`config.mk`:
```
export PLATFORM = sky130hd
export DESIGN_NAME = mem_access_stage
export DESIGN_NICKNAME = d
export VERILOG_FILES = /design/src/rtl/mem_access_stage.sv
export SDC_FILE = /design/constraint.sdc
export NUM_CORES = 1
export LEC_CHECK = 0
export ABC_AREA = 1
export BUFFER_PORTS_ARGS = -buffer_cell sky130_fd_sc_hd__buf_4
export CELL_PAD_IN_SITES_DETAIL_PLACEMENT = 0
export CELL_PAD_IN_SITES_GLOBAL_PLACEMENT = 1
export CORE_MARGIN = 2
export CORE_UTILIZATION = 36
export CTS_BUF_LIST = sky130_fd_sc_hd__clkbuf_16
export DETAILED_ROUTE_END_ITERATION = 10
export GPL_ROUTABILITY_DRIVEN = 0
export PLACE_DENSITY = 0.95
export RECOVER_POWER = 100
export SYNTH_ARGS = -nofsm -noshare
export SYNTH_HDL_FRONTEND = slang
export SYNTH_SLANG_ARGS = --single-unit
```
`constraint.sdc`:
```
create_clock -name clk -period 11.7 [get_ports clk]
set_input_delay 2.34 -clock clk [delete_from_list [all_inputs] [get_ports clk]]
set_output_delay 2.34 -clock clk [all_outputs]
set_load 0.005 [all_outputs]
```
`src/rtl/mem_access_stage.sv`:
```
// mem_access_stage: MEM pipeline stage between the EX/MEM and MEM/WB registers.
// Issues one valid/grant data-memory access per load/store and stalls the
// upstream pipeline while it is outstanding. Misaligned accesses are dropped
// and replaced with a bubble. Returned load data is byte-selected and
// sign/zero-extended before it is registered into the MEM/WB bundle.
module mem_access_stage #(
  parameter logic [31:0] NOP_INSN = 32'h00000013
) (
  input  logic        clk,
  input  logic        rst,
  input  logic        load_in,
  input  logic        store_in,
  input  logic [31:0] alu_res_in,
  input  logic [31:0] opb_data_in,
  input  logic [1:0]  mem_reg_in,
  input  logic [31:0] next_sel_addr_in,
  input  logic [31:0] pre_address_in,
  input  logic [31:0] instruction_in,
  output logic        stall,
  output logic        misalign,
  output logic        mem_req,
  output logic        mem_we,
  output logic [31:0] mem_addr,
  output logic [31:0] mem_wdata,
  output logic [3:0]  mem_mask,
  input  logic        mem_gnt,
  input  logic        mem_rvalid,
  input  logic [31:0] mem_rdata,
  output logic [31:0] load_data_out,
  output logic [31:0] alu_res_out,
  output logic [1:0]  mem_reg_out,
  output logic [31:0] next_sel_address_out,
  output logic [31:0] pre_address_out,
  output logic [31:0] instruction_out
);

  typedef enum logic [1:0] {IDLE, REQ, WAIT, DONE} state_t;

  state_t      state_q, state_d;
  logic [31:0] hold_q, hold_d;
  logic [31:0] alu_res_q, alu_res_d;
  logic [1:0]  mem_reg_q, mem_reg_d;
  logic [31:0] next_sel_q, next_sel_d;
  logic [31:0] pre_addr_q, pre_addr_d;
  logic [31:0] instr_q, instr_d;
  logic [31:0] load_data_q, load_data_d;

  logic [2:0]  funct3;
  logic [1:0]  byte_off;
  logic        is_mem;
  logic        is_store;
  logic        is_load;
  logic        size_half;
  logic        size_word;
  logic        misaligned;

  logic [3:0]  store_mask;
  logic [31:0] store_wdata;
  logic [7:0]  rd_byte;
  logic [15:0] rd_half;
  logic [31:0] load_ext;

  logic        wb_en;
  logic        wb_bubble;
  logic [31:0] wb_load;
  logic        stall_c;
  logic        misalign_c;
  logic        mem_req_c;
  logic        mem_we_c;

  // A load with the store flag also set is handled as a store.
  assign funct3    = instruction_in[14:12];
  assign byte_off  = alu_res_in[1:0];
  assign is_mem    = load_in | store_in;
  assign is_store  = store_in;
  assign is_load   = load_in & ~store_in;
  // funct3[1:0]: 00 byte, 01 half, anything with bit 1 set is a word.
  assign size_half = (funct3[1:0] == 2'b01);
  assign size_word = funct3[1];
  assign misaligned = is_mem & ((size_half & byte_off[0]) |
                                (size_word & (byte_off != 2'b00)));

  // Replicate store data across byte lanes and build the matching byte enables.
  always_comb begin
    store_mask  = 4'b1111;
    store_wdata = opb_data_in;
    if (size_word) begin
      store_mask  = 4'b1111;
      store_wdata = opb_data_in;
    end else if (size_half) begin
      store_mask  = 4'b0011 << byte_off;
      store_wdata = {2{opb_data_in[15:0]}};
    end else begin
      store_mask  = 4'b0001 << byte_off;
      store_wdata = {4{opb_data_in[7:0]}};
    end
  end

  // Pick the addressed byte/half of the returned word and extend it by funct3.
  always_comb begin
    rd_byte = mem_rdata[7:0];
    case (byte_off)
      2'd0:    rd_byte = mem_rdata[7:0];
      2'd1:    rd_byte = mem_rdata[15:8];
      2'd2:    rd_byte = mem_rdata[23:16];
      default: rd_byte = mem_rdata[31:24];
    endcase
    rd_half = byte_off[1] ? mem_rdata[31:16] : mem_rdata[15:0];
    case (funct3)
      3'b000:  load_ext = {{24{rd_byte[7]}}, rd_byte};
      3'b001:  load_ext = {{16{rd_half[15]}}, rd_half};
      3'b100:  load_ext = {24'b0, rd_byte};
      3'b101:  load_ext = {16'b0, rd_half};
      default: load_ext = mem_rdata;
    endcase
  end

  // Access FSM: next state, handshake outputs, stall and MEM/WB load enable.
  always_comb begin
    state_d    = state_q;
    hold_d     = hold_q;
    stall_c    = 1'b0;
    misalign_c = 1'b0;
    mem_req_c  = 1'b0;
    mem_we_c   = 1'b0;
    wb_en      = 1'b0;
    wb_bubble  = 1'b0;
    wb_load    = 32'b0;
    case (state_q)
      IDLE: begin
        if (is_mem && !misaligned) begin
          stall_c = 1'b1;
          state_d = REQ;
        end else if (is_mem) begin
          misalign_c = 1'b1;
          wb_en      = 1'b1;
          wb_bubble  = 1'b1;
        end else begin
          wb_en = 1'b1;
        end
      end
      REQ: begin
        stall_c   = 1'b1;
        mem_req_c = 1'b1;
        mem_we_c  = is_store;
        if (mem_gnt) begin
          if (is_store) begin
            state_d = DONE;
          end else if (mem_rvalid) begin
            hold_d  = load_ext;
            state_d = DONE;
          end else begin
            state_d = WAIT;
          end
        end
      end
      WAIT: begin
        stall_c = 1'b1;
        if (mem_rvalid) begin
          hold_d  = load_ext;
          state_d = DONE;
        end
      end
      DONE: begin
        wb_en   = 1'b1;
        wb_load = is_load ? hold_q : 32'b0;
        state_d = IDLE;
      end
      default: begin
        state_d = IDLE;
      end
    endcase
  end

  // MEM/WB bundle: load on any non-stalled edge, substituting a bubble if needed.
  always_comb begin
    alu_res_d   = alu_res_q;
    mem_reg_d   = mem_reg_q;
    next_sel_d  = next_sel_q;
    pre_addr_d  = pre_addr_q;
    instr_d     = instr_q;
    load_data_d = load_data_q;
    if (wb_en) begin
      alu_res_d   = alu_res_in;
      next_sel_d  = next_sel_addr_in;
      pre_addr_d  = pre_address_in;
      mem_reg_d   = wb_bubble ? 2'b00 : mem_reg_in;
      instr_d     = wb_bubble ? NOP_INSN : instruction_in;
      load_data_d = wb_bubble ? 32'b0 : wb_load;
    end
  end

  // State, load holding register and MEM/WB registers; reset abandons any access.
  always_ff @(posedge clk or posedge rst) begin
    if (rst) begin
      state_q     <= IDLE;
      hold_q      <= 32'b0;
      alu_res_q   <= 32'b0;
      mem_reg_q   <= 2'b00;
      next_sel_q  <= 32'b0;
      pre_addr_q  <= 32'b0;
      instr_q     <= NOP_INSN;
      load_data_q <= 32'b0;
    end else begin
      state_q     <= state_d;
      hold_q      <= hold_d;
      alu_res_q   <= alu_res_d;
      mem_reg_q   <= mem_reg_d;
      next_sel_q  <= next_sel_d;
      pre_addr_q  <= pre_addr_d;
      instr_q     <= instr_d;
      load_data_q <= load_data_d;
    end
  end

  assign stall     = stall_c;
  assign misalign  = misalign_c;
  assign mem_req   = mem_req_c;
  assign mem_we    = mem_we_c;
  assign mem_addr  = {alu_res_in[31:2], 2'b00};
  assign mem_wdata = store_wdata;
  assign mem_mask  = is_store ? store_mask : 4'b1111;

  assign load_data_out        = load_data_q;
  assign alu_res_out          = alu_res_q;
  assign mem_reg_out          = mem_reg_q;
  assign next_sel_address_out = next_sel_q;
  assign pre_address_out      = pre_addr_q;
  assign instruction_out      = instr_q;

endmodule

```
==> results_dict.tcl, run 1 <==
set metrics [dict create \
    status "finished, violations left" \
    violations "max-capacitance violations, max-slew violations" \
    path_clk_slew_ps 80 \
    p_comb_share_pct 47.6 \
    tns_ps 0 \
    grt_max_degree 163 \
    start_kind "input pin" \
    drive_gt1_share_pct 24.9 \
    irDropWorstVdd_v 0.000173 \
    rows 61 \
    yosysSeqAreaShare_pct 49.1 \
    max-cap-violations 3 \
    wl_per_cell_um 16.8 \
    timing.final.ws_setup_ps 3370 \
    switching_power_w 0.00146 \
    postRouteAntennaNets 0 \
    p_clk_share_pct 17.8 \
    hold_class "flop to flop" \
    timing.rr.end "alu_res_out[1]" \
    ys_warn_count 0 \
    worst_slew_pin_slew_ps 6190 \
    critPathLaunch "instruction_in[13]" \
    die_w_um 171 \
    drc 0 \
    r2r-start "state_q[0]" \
    final-max-slew-violation-count 272 \
    wl_met2_mm 16.5 \
    dieArea_um2 29100 \
    min_period_ps 8330 \
    max-clock-path-buffers 2 \
    dp_hpwl_mm 24.1 \
    dr_wl_met3_mm 2.70 \
    synth_area_per_cell_um2 7.70 \
    tritoncts "done" \
    rsz0062_at_grt "false" \
    cts_buffers 17 \
    clkLatencyLatePin_ps 440 \
    final_common_cell "nand2_1" \
    grt_pass1_wl_mm 52.1 \
    grt_pass1_vias 9471 \
    met1_length_mm 13.9 \
    clock-root-buffer "clkbuf_16" \
    routed_wl_mm 33.9 \
    slew_headroom_pct -315 \
    start_util_pct 36.3 \
    endpoint_kind "flop" \
    synth_seq_cells 196 \
    vias 9783 \
    grt.overflow.total 0 \
    pin_count 434 \
    fmax_mhz 120 \
    seqPwrFrac_pct 34.6 \
    fin_crit_sh_pct 71.2 \
    clock-sinks 196 \
    antenna_found_initial 4 \
    postCtsHoldBufs 0 \
    leakagePower_nw 7.24 \
    n_fill_cell 2746 \
    synth.distinct_cells 29 \
    required_ps 12000 \
    post_cts_buffers 0 \
    fin_nets 1830 \
    routed_via_density 4.85 \
    core_um2 27600 \
    powerDensity_nw_per_um2 247 \
    reg2regPathDepth 7 \
    setup_violations 0 \
    hold_violations 0 \
    htree_levels 4 \
    netlist_area_um2 10000 \
    worstSetupPathType "input pin to flop" \
    die-height_um 171 \
    cts-resized-gates 0 \
    routed.top_layer "met5" \
    synthCells 1299 \
    skew_ps 21.1 \
    area_growth_pct 32.6 \
    drtIter0Drc 759 \
    r2r_slack_ps 6740 \
    critPathMaxFanout 162 \
    portBuffers 431 \
    dr.pass1.iters 5 \
    grt_use_total_pct 23.0 \
    crit_end "alu_res_out[1]" \
    layout_common_cells "nand2_1, nand3_1, buf_4" \
    swShare_pct 44.6 \
    p_int_w 0.00182 \
    preCtsSetupSlack_ps 5300 \
    worstPathArrival_ps 8630 \
]
==> critical path, cell delays in order <==
cell and delay [ps]:
clkbuf_1 1540, o21ai_0 610, nand3_2 190, nand2_1 130, nand2_1 1980, nand2_8 1270, nand2_1 320, nand2_1 70
==> how the worst min path moves through the flow <==
stage                        from                 end  slack [ps]  cells after the start
3_3_place_gp   instruction_out[1]  instruction_out[1]         450                      2
2_1_floorplan           hold_q[0]           hold_q[0]         450                      2
3_5_place_dp   instruction_out[1]  instruction_out[1]         450                      2
4_1_cts        instruction_out[1]  instruction_out[1]         470                      2
5_1_grt        instruction_out[1]  instruction_out[1]         470                      2
6_report       instruction_out[1]  instruction_out[1]         460                      2
==> cell usage after synthesis (all sizes together) <==
cell type | n | area, um2
dfrtp | 193 | 4830
dfstp | 3 | 78.8
buf | 93 | 621
a31oi | 1 | 6.26
clkbuf | 40 | 150
nand3 | 227 | 1150
o211ai | 13 | 97.6
nand2 | 491 | 1870
o21ai | 25 | 125
ha | 5 | 62.6
or2 | 16 | 100
o21bai | 1 | 7.51
inv | 71 | 269
o31ai | 1 | 7.51
a21oi | 52 | 260
nand4 | 3 | 18.8
a21boi | 29 | 218
conb | 1 | 3.75
nor2 | 33 | 126
nor3 | 1 | 5.00
==> final cells by class <==
class | count | area (um2) | share of cell area (%)
Sequential cell | 196 | 4910 | 37.0
Multi-Input combinational cell | 900 | 4060 | 30.6
Timing Repair Buffer | 439 | 2960 | 22.3
Tap cell | 378 | 473 | 3.56
Clock buffer | 17 | 425 | 3.21
Inverter | 71 | 275 | 2.07
Clock inverter | 15 | 159 | 1.20
Antenna cell | 2 | 5.00 | 0.0377
==> registers in the layout (all words and copies together), names as in the netlist <==
name	count
alu_res_out	32
hold_q	32
instruction_out	32
load_data_out	32
mem_reg_out	2
next_sel_address_out	32
pre_address_out	32
state_q	2
==> layer usage <==
metal	up-vias	GRT usage [%]
met2	386	37.7
li1	4782	-
met1	4564	28.4
met4	4	10.1
met5	-	0
met3	47	6.41
==> logic make-up (layout without fill, tap and decap cells) <==
logic type | Yosys count | count (layout) | share of synthesized area (%)
flip-flops | 196 | 196 | 49.1
AO/OA/AOI/OAI | 122 | 122 | 7.22
AND/OR/NAND/NOR | 771 | 771 | 32.7
other | 1 | 4 | 0.0375
buffers and inverters | 204 | 542 | 10.4
adder cells (fa/ha/maj) | 5 | 5 | 0.625
==> power by group through the flow <==
stage | logic (W) | registers [W] | clock network (W)
after floorplan | 0.000973 | 0.00115 | 0
after global placement | 0.00165 | 0.00114 | 0
after detailed placement | 0.00167 | 0.00115 | 0
after CTS | 0.00168 | 0.00114 | 0.000605
after global routing | 0.00176 | 0.00117 | 0.000633
final | 0.00156 | 0.00113 | 0.000584
==> metrics by stage <==
stage	util, %	power [W]	instance area [um2]	std cells	hold slack (ps)
3_3_place_gp	47.3	0.00279	13000	1984	454
5_1_grt	48.2	0.00356	13300	2018	469
2_1_floorplan	-	0.00213	10000	1300	449
4_1_cts	49.5	0.00342	13600	2016	465
6_report	48.2	0.00328	13300	2018	464
3_5_place_dp	47.3	0.00282	13000	1984	453
Note: power is estimated with default switching activity, not from simulation.
==> run 2: changes to the inputs <==
- ABC_AREA: 1 -> 0
- CORE_AREA: default -> 2 2 170 172
- CORE_MARGIN: 2 -> default
- CORE_UTILIZATION: 36 -> default
- DIE_AREA: default -> 0 0 172 174
- PLACE_DENSITY: 0.95 -> 0.82
- clock period: 11.7 -> 8 ns (I/O delays scaled with it)
==> results_dict.tcl, run 2 <==
set metrics [dict create \
    drtIter0Drc 307 \
    tritoncts "done" \
    skew_ps 18.1 \
    vias 6817 \
    num_antenna_cells 0 \
    synth_common_cells "dfrtp_1, mux2_2, nand2_1, a22o_1, buf_4" \
    powerDensity_nw_per_um2 372 \
    fin_crit_sh_pct 74.0 \
    clkLatencyLatePin_ps 440 \
    tns_ps 0 \
    min_period_ps 5920 \
    postRouteAntennaNets 0 \
    fmax_mhz 169 \
    worstPathArrival_ps 6230 \
    routed_wl_mm 26.5 \
    synth_top_area_share_pct 56.0 \
    core_um2 28200 \
    yosysMostFrequentCell "dfrtp_1" \
    irDropWorstVdd_v 0.000183 \
    grt_max_degree 128 \
    crit_slowest_cell "clkbuf_2" \
    hold_violations 0 \
    worstSetupPathType "input pin to flop" \
    cts-resized-gates 0 \
    dp_hpwl_mm 19.9 \
    r2r-start "state_q[0]" \
    path_clk_slew_ps 70 \
    final_area_um2 12100 \
    place_area_um2 11900 \
    antenna_found_initial 0 \
    drc 0 \
    endpoint_kind "flop" \
    rows 62 \
    status "finished, violations left" \
    hold_class "flop to flop" \
    yosys-top-cells-area "dfrtp_1, mux2_2, a22o_1" \
    start_kind "input pin" \
    preCtsSetupSlack_ps 3280 \
    fin_nets 1260 \
    start_util_pct 30.6 \
    grt_pass1_wl_mm 39.2 \
    violations "max-capacitance violations, max-slew violations" \
    cts_buffers 17 \
    die-height_um 174 \
    path_cells "clkbuf_1, o21ai_0, a31oi_1, o21ba_1, clkbuf_2, mux2_2" \
    grt_pass1_vias 6814 \
    min_from "hold_q[3]" \
    worst_slew_pin_slew_ps 3740 \
    clock-root-buffer "clkbuf_16" \
    wl_per_cell_um 18.2 \
    finalPower_w 0.00450 \
    final-max-slew-violation-count 202 \
    clock-sinks 196 \
    max-clock-path-buffers 2 \
    rsz0062_at_grt "false" \
    drive_gt1_share_pct 44.7 \
    critPathLaunch "alu_res_in[1]" \
    timing.final.ws_setup_ps 2080 \
    critPathMaxFanout 64 \
    slew_headroom_pct -150 \
    dieArea_um2 29900 \
    yosysSeqAreaShare_pct 56.9 \
    synthCells 685 \
    required_ps 8310 \
    ys_async_sr_fraction_pct 100 \
    postCtsHoldBufs 0 \
    pin_count 434 \
    dr.pass1.iters 4 \
    portBuffers 431 \
    die_w_um 172 \
    area_growth_pct 40.1 \
    yosys_most_used_dff "dfrtp_1" \
    synth_seq_cells 196 \
    layout_common_cells "buf_4, dfrtp_1, clkbuf_4" \
    critPathMaxStageDelay_ps 1330 \
    yosysTopAreaCell "dfrtp_1" \
    routed_via_density 4.69 \
    cp_top_family "buffers and inverters" \
    leakagePower_nw 5.72 \
    htree_levels 4 \
    grt.overflow.total 0 \
    netlist_area_um2 8630 \
    postLayoutCoreUtil_pct 42.8 \
    setup_violations 0 \
    cp_num_buf_inv 2 \
    post_cts_buffers 0 \
    synth_area_per_cell_um2 12.6 \
    grt_use_total_pct 17.2 \
    max-cap-violations 4 \
    synth.distinct_cells 45 \
    synth_edf_count 0 \
    final_common_cell "buf_4" \
    ys_warn_count 0 \
]
-- run 2: cell count changes after synthesis, sizes merged, moves of 15 or more --
cell    change
mux2      +114
or2        -15
a22o       +63
a21boi     -28
nand2     -427
inv        -58
mux2i      +17
buf        -18
nand3     -226
clkbuf     -28
a21oi      -41
-- run 2: final timing paths --
kind                                       endpoint  slack [ps]  cells after the start
max                         next_sel_address_out[9]        2080                      6
min                                       hold_q[3]         480                      2
max reg2reg                 next_sel_address_out[9]        3580                      7
min reg2reg                               hold_q[3]         480                      2
max in group asynchronous  next_sel_address_out[28]        2580                      3
min in group asynchronous  next_sel_address_out[25]        1370                      2
-- run 2: kinds of logic after synthesis --
kind of cell	synth area share, %
AO/OA/AOI/OAI	12.9
adder cells (fa/ha/maj)	0.725
buffers and inverters	6.92
flip-flops	56.9
multiplexers	17.1
other	0.0435
AND/OR/NAND/NOR	5.41
-- run 2: area by class of cell --
class | instances | area (um2)
fillers | 2770 | 16100
multi-input cells | 389 | 3100
inverters | 14 | 60.1
repair buffers | 437 | 2970
well taps | 384 | 480
flip-flops and latches | 196 | 4910
clock inverters | 15 | 154
clock buffers | 17 | 425
-- run 2: metrics by stage --
stage	cells	hold WS, ps
5_1_grt	1452	507
6_report	1452	479
3_5_place_dp	1420	468
3_3_place_gp	1420	462
4_1_cts	1452	486
2_1_floorplan	686	449
-- run 2: metal layers --
layer  global-route usage [%]  part of all wire, %  wire (um)  vias up
met3                     5.99                  8.7       2310       24
li1                         -                    -          -     3149
met5                        0                    0          0        -
met1                     18.9                   38       9980     3352
met2                     31.2                   52      13700      292
met4                     5.01                  1.9        494        0
-- run 2: report_power, final --
group	internal, W	switching [W]
logic	0.00104	0.000875
clock network	0.000465	0.000400
registers	0.00148	0.000242
-- run 2: worst min-delay path: cells and delay by family (launching register included) --
kind	cells	cell delay [ps]
compound gates	1	50
flops	1	350
simple gates	1	50
==> run 3: changes to the inputs <==
- CORE_AREA: 2 2 170 172 -> default
- CORE_MARGIN: default -> 2
- CORE_UTILIZATION: default -> 31
- DIE_AREA: 0 0 172 174 -> default
- PLACE_DENSITY: 0.82 -> 0.85
- clock period: 8 -> 4.7 ns (I/O delays scaled with it)
==> results_dict.tcl, run 3 (synthesis results as in run 2) <==
set metrics [dict create \
    reg2regPathDepth 7 \
    pin_count 434 \
    violations "max-capacitance violations, max-slew violations" \
    grt.overflow.total 0 \
    setup_violations 0 \
    min_period_ps 3700 \
    tns_ps 0 \
    worst_slew_pin_slew_ps 2710 \
    wl_per_cell_um 18.6 \
    portBuffers 431 \
    antenna_found_initial 0 \
    place_inst 1415 \
    path_clk_slew_ps 70 \
    crit_end "mem_mask[2]" \
    grt_pass1_vias 6850 \
    fin_crit_sh_pct 78.7 \
    hold_violations 0 \
    postRouteAntennaNets 0 \
    dp_hpwl_mm 20.3 \
    drc 0 \
    area_growth_pct 40.7 \
    grt_pass1_wl_mm 39.0 \
    grt_max_degree 197 \
    timing.rr.end "instruction_out[20]" \
    dieArea_um2 29200 \
    grt_use_total_pct 17.7 \
    layout_common_cells "buf_4, dfrtp_1, clkbuf_4" \
    worstPathArrival_ps 2760 \
    htree_levels 4 \
    vias 6836 \
    final_common_cell "buf_4" \
    start_util_pct 31.2 \
    final-max-slew-violation-count 233 \
    hold_class "flop to flop" \
    instances_no_fill 1447 \
    rows 61 \
    required_ps 3760 \
    status "finished, violations left" \
    irDropWorstVdd_v 0.000255 \
    critPathMaxFanout 17 \
    cts_buffers 17 \
    max-clock-path-buffers 2 \
    powerDensity_nw_per_um2 631 \
    clock-root-buffer "clkbuf_16" \
    tritoncts "done" \
    core_um2 27600 \
    crit_slowest_cell "clkbuf_1" \
    postCtsHoldBufs 0 \
    leakagePower_nw 5.76 \
    preCtsSetupSlack_ps 1170 \
    cts-resized-gates 0 \
    skew_ps 12.2 \
    clkLatencyLatePin_ps 430 \
    start_kind "input pin" \
    num_antenna_cells 0 \
    worstSetupPathType "input pin to primary output" \
    r2r-start "state_q[0]" \
    r2r_slack_ps 1670 \
    routed_via_density 4.72 \
    fmax_mhz 270 \
    critPathMaxStageDelay_ps 820 \
    endpoint_kind "primary output" \
    timing.final.ws_setup_ps 1000 \
    rsz0062_at_grt "false" \
    clock-sinks 196 \
    dr.pass1.iters 4 \
    routed_wl_mm 27.0 \
    slew_headroom_pct -80.9 \
    drtIter0Drc 332 \
    die-height_um 171 \
    die_w_um 171 \
    fin_nets 1261 \
    critPathLaunch "alu_res_in[1]" \
    path_cells "clkbuf_1, inv_1, a21boi_0, o21ai_0, buf_4" \
    post_cts_buffers 0 \
    drive_gt1_share_pct 46.2 \
    max-cap-violations 2 \
]
==> run 3: cell types whose count changed in the layout (fill, tap and decap cells not counted), sizes merged <==
| cell | previous run | this run |
|---|---|---|
| clkinv | 3 | 5 |
| bufinv | 2 | 0 |
| buf | 213 | 218 |
| clkbuf | 241 | 237 |
==> run 3: per-layer routing <==
metal | routed length [um] | vias up | track usage [%]
li1 | - | 3139 | -
met1 | 10200 | 3387 | 19.6
met2 | 14300 | 291 | 33.5
met3 | 2150 | 19 | 5.27
met4 | 265 | 0 | 3.57
met5 | 0 | - | 0
==> run 3: layout make-up <==
cell class,count,area (um2)
inverter,14,53.8
sequential,196,4910
fill,2678,15500
tap,378,473
clock buffer,17,425
clock inverter,15,141
multi-input combinational,389,3100
timing repair buffer,438,3040
==> run 3: worst min path at each step <==
stage | startpoint | to | slack [ps] | cells after the start
after floorplan | hold_q[0] | hold_q[0] | 450 | 2
after global placement | hold_q[3] | hold_q[3] | 460 | 2
after detailed placement | hold_q[9] | hold_q[9] | 470 | 2
after CTS | hold_q[3] | hold_q[3] | 490 | 2
after global routing | pre_address_out[8] | pre_address_out[8] | 510 | 1
final | hold_q[9] | hold_q[9] | 480 | 2
==> run 3: through the flow <==
| stage | total power [W] | hold WS (ps) | area, um2 | util, % |
|---|---|---|---|---|
| after floorplan | 0.00484 | 449 | 8640 | - |
| after global placement | 0.00653 | 464 | 11900 | 43.1 |
| after CTS | 0.00808 | 487 | 12500 | 45.2 |
| final | 0.00766 | 483 | 12100 | 43.9 |
| after detailed placement | 0.00664 | 471 | 11900 | 43.1 |
| after global routing | 0.00818 | 510 | 12100 | 43.9 |
==> run 3: where the power goes <==
| group | internal [W] | total (W) | switching, W |
|---|---|---|---|
| Combinational | 0.00179 | 0.00329 | 0.00150 |
| Clock | 0.000707 | 0.00143 | 0.000723 |
| Sequential | 0.00252 | 0.00294 | 0.000415 |
==> run 3: worst max-delay path, delay by kind of cell <==
family / cells / cell delay (ps)
AOI/OAI and AO/OA: 2 / 380
buffers and inverters: 3 / 1430
